`src/rtl/fetch_line_ctrl.sv`:
```
// Fetch line controller: turns instruction-buffer refill requests into 64-byte line reads,
// delivers tagged lines and handles backend redirects, including ones that race a response.
module fetch_line_ctrl #(
  parameter logic [47:0] RESET_PC     = 48'h0000_8000_0000,
  parameter int unsigned DRAIN_CYCLES = 18
) (
  input  logic         clock,
  input  logic         reset,
  input  logic         fetch_inst,
  input  logic         redirect_valid,
  input  logic [47:0]  redirect_pc,
  output logic         pc_index_valid,
  output logic [47:0]  pc_index,
  input  logic         pc_operation_done,
  input  logic [511:0] arb_read_data,
  output logic         pc_index_ready,
  output logic [511:0] pc_read_inst,
  output logic [47:0]  pc,
  output logic         clear_ibuffer,
  output logic         can_fetch_inst
);

  localparam int unsigned CntW = $clog2(DRAIN_CYCLES + 1);
  localparam logic [CntW-1:0] CntLast = CntW'(DRAIN_CYCLES - 1);

  typedef enum logic [2:0] {StIdle, StReq, StAbort, StHold, StDrain} state_e;

  state_e          state_q;
  logic            first_q;
  logic [CntW-1:0] cnt_q;
  logic [47:0]     fetch_pc_q;
  logic            valid_q;
  logic [47:0]     pc_index_q;
  logic            ready_q;
  logic [511:0]    read_inst_q;
  logic [47:0]     pc_q;
  logic            clear_q;
  logic            can_fetch_q;

  always_ff @(posedge clock or posedge reset) begin
    if (reset) begin
      state_q     <= StIdle;
      first_q     <= 1'b1;
      cnt_q       <= '0;
      fetch_pc_q  <= RESET_PC;
      valid_q     <= 1'b0;
      pc_index_q  <= '0;
      ready_q     <= 1'b0;
      read_inst_q <= '0;
      pc_q        <= '0;
      clear_q     <= 1'b0;
      can_fetch_q <= 1'b1;
    end else begin
      clear_q     <= 1'b0;
      ready_q     <= 1'b0;
      can_fetch_q <= (state_q == StIdle);
      if (redirect_valid) begin
        fetch_pc_q <= redirect_pc;
        clear_q    <= 1'b1;
        if (state_q == StReq || state_q == StAbort) begin
          // An outstanding arbiter handshake must finish before the request can drop.
          if (pc_operation_done) begin
            valid_q <= 1'b0;
            state_q <= StIdle;
            first_q <= 1'b1;
          end else begin
            state_q <= StAbort;
          end
        end else begin
          state_q <= StIdle;
          first_q <= 1'b1;
        end
      end else begin
        unique case (state_q)
          StIdle: begin
            // First cycle in IDLE masks the stale fetch_inst held by the buffer.
            if (first_q) begin
              first_q <= 1'b0;
            end else if (fetch_inst) begin
              valid_q    <= 1'b1;
              pc_index_q <= fetch_pc_q;
              state_q    <= StReq;
            end
          end
          StReq: begin
            if (pc_operation_done) begin
              read_inst_q <= arb_read_data;
              pc_q        <= fetch_pc_q;
              fetch_pc_q  <= fetch_pc_q + 48'd64;
              valid_q     <= 1'b0;
              ready_q     <= 1'b1;
              state_q     <= StHold;
            end
          end
          StAbort: begin
            if (pc_operation_done) begin
              valid_q <= 1'b0;
              state_q <= StIdle;
              first_q <= 1'b1;
            end
          end
          StHold: begin
            cnt_q   <= '0;
            state_q <= StDrain;
          end
          StDrain: begin
            if (cnt_q == CntLast) begin
              state_q <= StIdle;
              first_q <= 1'b1;
            end else begin
              cnt_q <= cnt_q + CntW'(1);
            end
          end
          default: begin
            state_q <= StIdle;
            first_q <= 1'b1;
          end
        endcase
      end
    end
  end

  assign pc_index_valid = valid_q;
  assign pc_index       = pc_index_q;
  assign pc_index_ready = ready_q;
  assign pc_read_inst   = read_inst_q;
  assign pc             = pc_q;
  assign clear_ibuffer  = clear_q;
  assign can_fetch_inst = can_fetch_q;

endmodule
```
`config.mk`:
```
export PLATFORM = sky130hd
export DESIGN_NAME = fetch_line_ctrl
export DESIGN_NICKNAME = d
export VERILOG_FILES = /design/src/rtl/fetch_line_ctrl.sv
export SDC_FILE = /design/constraint.sdc
export NUM_CORES = 2
export LEC_CHECK = 0
export ABC_CLOCK_PERIOD_IN_PS = 61700
export CAP_MARGIN = 20
export CORE_AREA = 2 2 463 465
export DETAILED_ROUTE_END_ITERATION = 16
export DIE_AREA = 0 0 465 467
export SLEW_MARGIN = 10
export SYNTH_ARGS = -nofsm -noshare
export SYNTH_HDL_FRONTEND = slang
export SYNTH_SLANG_ARGS = --single-unit
```
`constraint.sdc`:
```
create_clock -name clock -period 61.7 [get_ports clock]
set_clock_uncertainty 0.1 [all_clocks]
set_input_delay 6.17 -clock clock [delete_from_list [all_inputs] [get_ports clock]]
set_output_delay 6.17 -clock clock [all_outputs]
set_load 0.01 [all_outputs]
```
==> out/metrics.csv <==
metric,value,unit
Die ar.,0.217,mm2
IO Port Bufs,1176,
initial antenna violation count,102,
RSZ-0062 raised after global routing,false,
Yosys reg bits,669,
Synth area leader,dfrtp_1,
Worst-path clk slew,0.06,ns
CTS sink cnt,669,
vias in the first global route,24943,
dpl hpwl,135000,um
"Slowest-stage cell, CP",inv_8,
Worst EP arrival,10.63,ns
hold_sp,pc_read_inst[45]$_DFFE_PP0P_,
max layer used,met5,
achievable clock frequency,0.0990,GHz
pin count of the biggest net entering global routing,164,
"CP delay by family, top",buffers and inverters,
worst reg2reg path startpoint,state_q[0]$_DFFE_PP0P_,
ys async rst share,100,%
sequential power share,34.3,%
multi-input logic area,0.00860,mm2
Area Overhead vs Synth,69.6,%
share of layout cells above drive strength 1,5.94,%
Clock power frac,24.4,%
Setup CP Type,input pin to flip-flop,
met2 routed WL,75700,um
internal power,1.42,mW
gr usage total,14.7,%
area share of the largest cell type after synthesis,64.1,%
Net Sw Frac,37.8,%
Power Dens Cells,51.6,mW/mm2
CTS tree,done,
I/O pins,1177,
Fillers,23081,
ratio of final minimum period to clock period,16.4,%
clk root buf,clkbuf_16,
switching power,0.862,mW
number of remaining DRC errors,0,
pre-CTS setup slack,50.83,ns
cell count after synthesis,2839,
min cycle time layout,10.10,ns
DR WL/cell,23.9,um
Synthesized Nets,3407,
TritonRoute pass-1 iters,7,
placed cells,6707,
CP Capture Type,flip-flop,
routed wl met3,18100,um
"non-filler cells, final",6906,
cts bufs inserted,90,
first-pass GRT wire length,219000,um
post-synthesis cell type count,52,
worst skew pair latency,0.73,ns
final net count,4546,
Post-CTS Setup Inserts,0,
global route overflow,0,
wl on met1,64800,um
FF-to-FF setup slack,56.78,ns
Longest Clk Path Bufs,3,
Chip Width,465,um
WP data required,62.23,ns
CP peak stage delay,1.00,ns
post-synthesis sequential area ratio,64.4,%
Avg Inst Size Synth,9.16,um2
initial drt markers,1567,
Routed Antenna Nets,0,
Leakage,19.9,nW
"Buf+Inv Stages, Crit Path",4,
peak supply drop,0.0000253,V
worst r2r path cells,7,
Slew Limit Fails,0,
Initial Utilization,12.3,%
prevailing post-synth register cell,dfrtp_1,
Rows,169,
worst hold path type,flip-flop to flip-flop,
Hold Crit Depth,2,
Routed WL,165000,um
Max transition margin,22.9,%
maxcap violations,0,
CP startpoint kind,input pin,
final hold vios,0,
cts repair resizes,0,
vias per cell,3.59,
Slew @ Worst Pin,1.16,ns
cts hold-fix bufs,0,
crit path cell chain,"clkdlybuf4s50_1, nand3_4, inv_8, buf_4, buf_4, nand2_1, nand2_1",
Synth Cell Area,0.0260,mm2
ranking of synthesized cells by area,"dfrtp_1 (64%), nand2_1 (25%), mux2_2 (2.2%)",
hold endpoint,pc_read_inst[45]$_DFFE_PP0P_,
Die H,467,um
Post-synth EDFFs,0,
setup violators final,0,
routability cong.,0.878,
Synth warnings,0,
status,"finished, final reports clean",
CP max FO,138,
Logic pwr share,41.3,%
vias,24781,
setup ws final,51.60,ns
setup TNS,0,ns
Worst Setup SP,pc_operation_done,
core outline area,0.212,mm2
H-tree levels,3,
Storage cell area,0.0167,mm2
reg-to-reg endpoint,pc_read_inst[112]$_DFFE_PP0P_,
[metrics by stage]
step / utilization, % / hold slack [ns] / instance area [um2] / total power, mW
after floorplan: - / 0.353 / 26000 / 1.05
after global placement: 19.3 / 0.357 / 40900 / 1.74
after detailed placement: 19.3 / 0.361 / 40900 / 1.74
after CTS: 20.8 / 0.374 / 44000 / 2.32
after global routing: 20.8 / 0.379 / 44100 / 2.42
final: 20.8 / 0.369 / 44100 / 2.28
[synthesized netlist by cell type, drive strengths merged (7+ instances only)]
master,number
or4,7
o311ai,11
nand3,18
o21ai,38
mux2,51
and3,8
dfrtp,666
nand4,17
o211ai,9
nor3,9
inv,12
xnor2,14
nand2,1735
buf,64
clkbuf,87
nor2,21
xor2,11
[sequential cells by signal, indices dropped and copies added, names as in the netlist]
signal          flops
pc_index_valid      1
fetch_pc_q         48
first_q             1
pc_index_ready      1
can_fetch_inst      1
clear_ibuffer       1
pc                 48
pc_read_inst      512
pc_index           48
state_q             3
cnt_q               5
[logic make-up (layout without fill, tap and decap cells)]
kind of cell / after synthesis / count (layout) / share of synthesized area [%]
fa+ha+maj: 3 / 3 / 0.144
flops: 669 / 669 / 64.4
buf+inv: 163 / 1378 / 2.62
simple gates: 1843 / 1843 / 27.7
xor+xnor: 25 / 25 / 0.842
other cells: 0 / 31 / 0
compound gates: 82 / 82 / 2.00
mux: 54 / 54 / 2.32
[how the worst max path moves through the flow]
stage	endpoint	slack, ns	cells past startpoint
2_1_floorplan	clear_ibuffer$_DFF_PP0_	36.68	1
5_1_grt	pc_read_inst[106]$_DFFE_PP0P_	51.24	7
3_5_place_dp	pc_read_inst[112]$_DFFE_PP0P_	50.83	7
3_3_place_gp	pc_read_inst[112]$_DFFE_PP0P_	50.98	9
4_1_cts	pc_read_inst[112]$_DFFE_PP0P_	51.63	9
6_report	pc_read_inst[112]$_DFFE_PP0P_	51.60	7
[layout by cell type, fill, tap and decap left out, drive strengths merged, types with 2 or more instances in the layout]
cell / n
o21ai: 38
nand2: 1735
buf: 23
nand2b: 3
mux2i: 3
or4: 7
ha: 3
nand4: 17
and3: 8
dfstp: 3
a21oi: 4
nor3: 9
o311ai: 11
o31ai: 6
mux2: 51
dfrtp: 666
clkinv: 24
o211ai: 9
o22ai: 3
clkdlybuf4s50: 1175
inv: 23
a31oi: 6
nand3b: 2
a221o: 2
nor2: 21
bufinv: 8
clkbuf: 118
or2: 2
clkinvlp: 7
xor2: 11
xnor2: 14
nand3: 18
nor4: 6
or3: 2
and4: 4
diode: 31
nand4b: 2
[routing by layer]
layer / global-route usage (%) / vias to the layer above
met5: 0.417 / -
met4: 5.41 / 28
met3: 7.23 / 302
met2: 23.4 / 1207
met1: 16.9 / 12088
li1: - / 11156
[area by class of cell]
cell class	count	share of cell area (%)
flip-flops and latches	669	38.0
repair buffers	1198	27.1
multi-input cells	2007	19.5
well taps	2821	8.00
clock buffers	118	5.64
clock inverters	50	1.49
diodes	31	0.176
inverters	12	0.136
[worst reg2reg max path: stages, from the launching register on]
cell	delay, ns
dfrtp_1	0.52
nor2b_1	0.40
nand3_4	0.74
inv_8	1.01
buf_4	0.83
buf_4	0.83
nand2_1	0.28
nand2_1	0.12
[power by group through the flow]
stage                     logic [mW]  registers [mW]  clock network [mW]
final                          0.940           0.782               0.557
after global routing            1.02           0.807               0.592
after CTS                      0.963           0.784               0.577
after detailed placement       0.960           0.784                   0
after global placement         0.958           0.779                   0
after floorplan                0.205           0.848                   0
No activity file was read; power rests on OpenSTA's default activity.
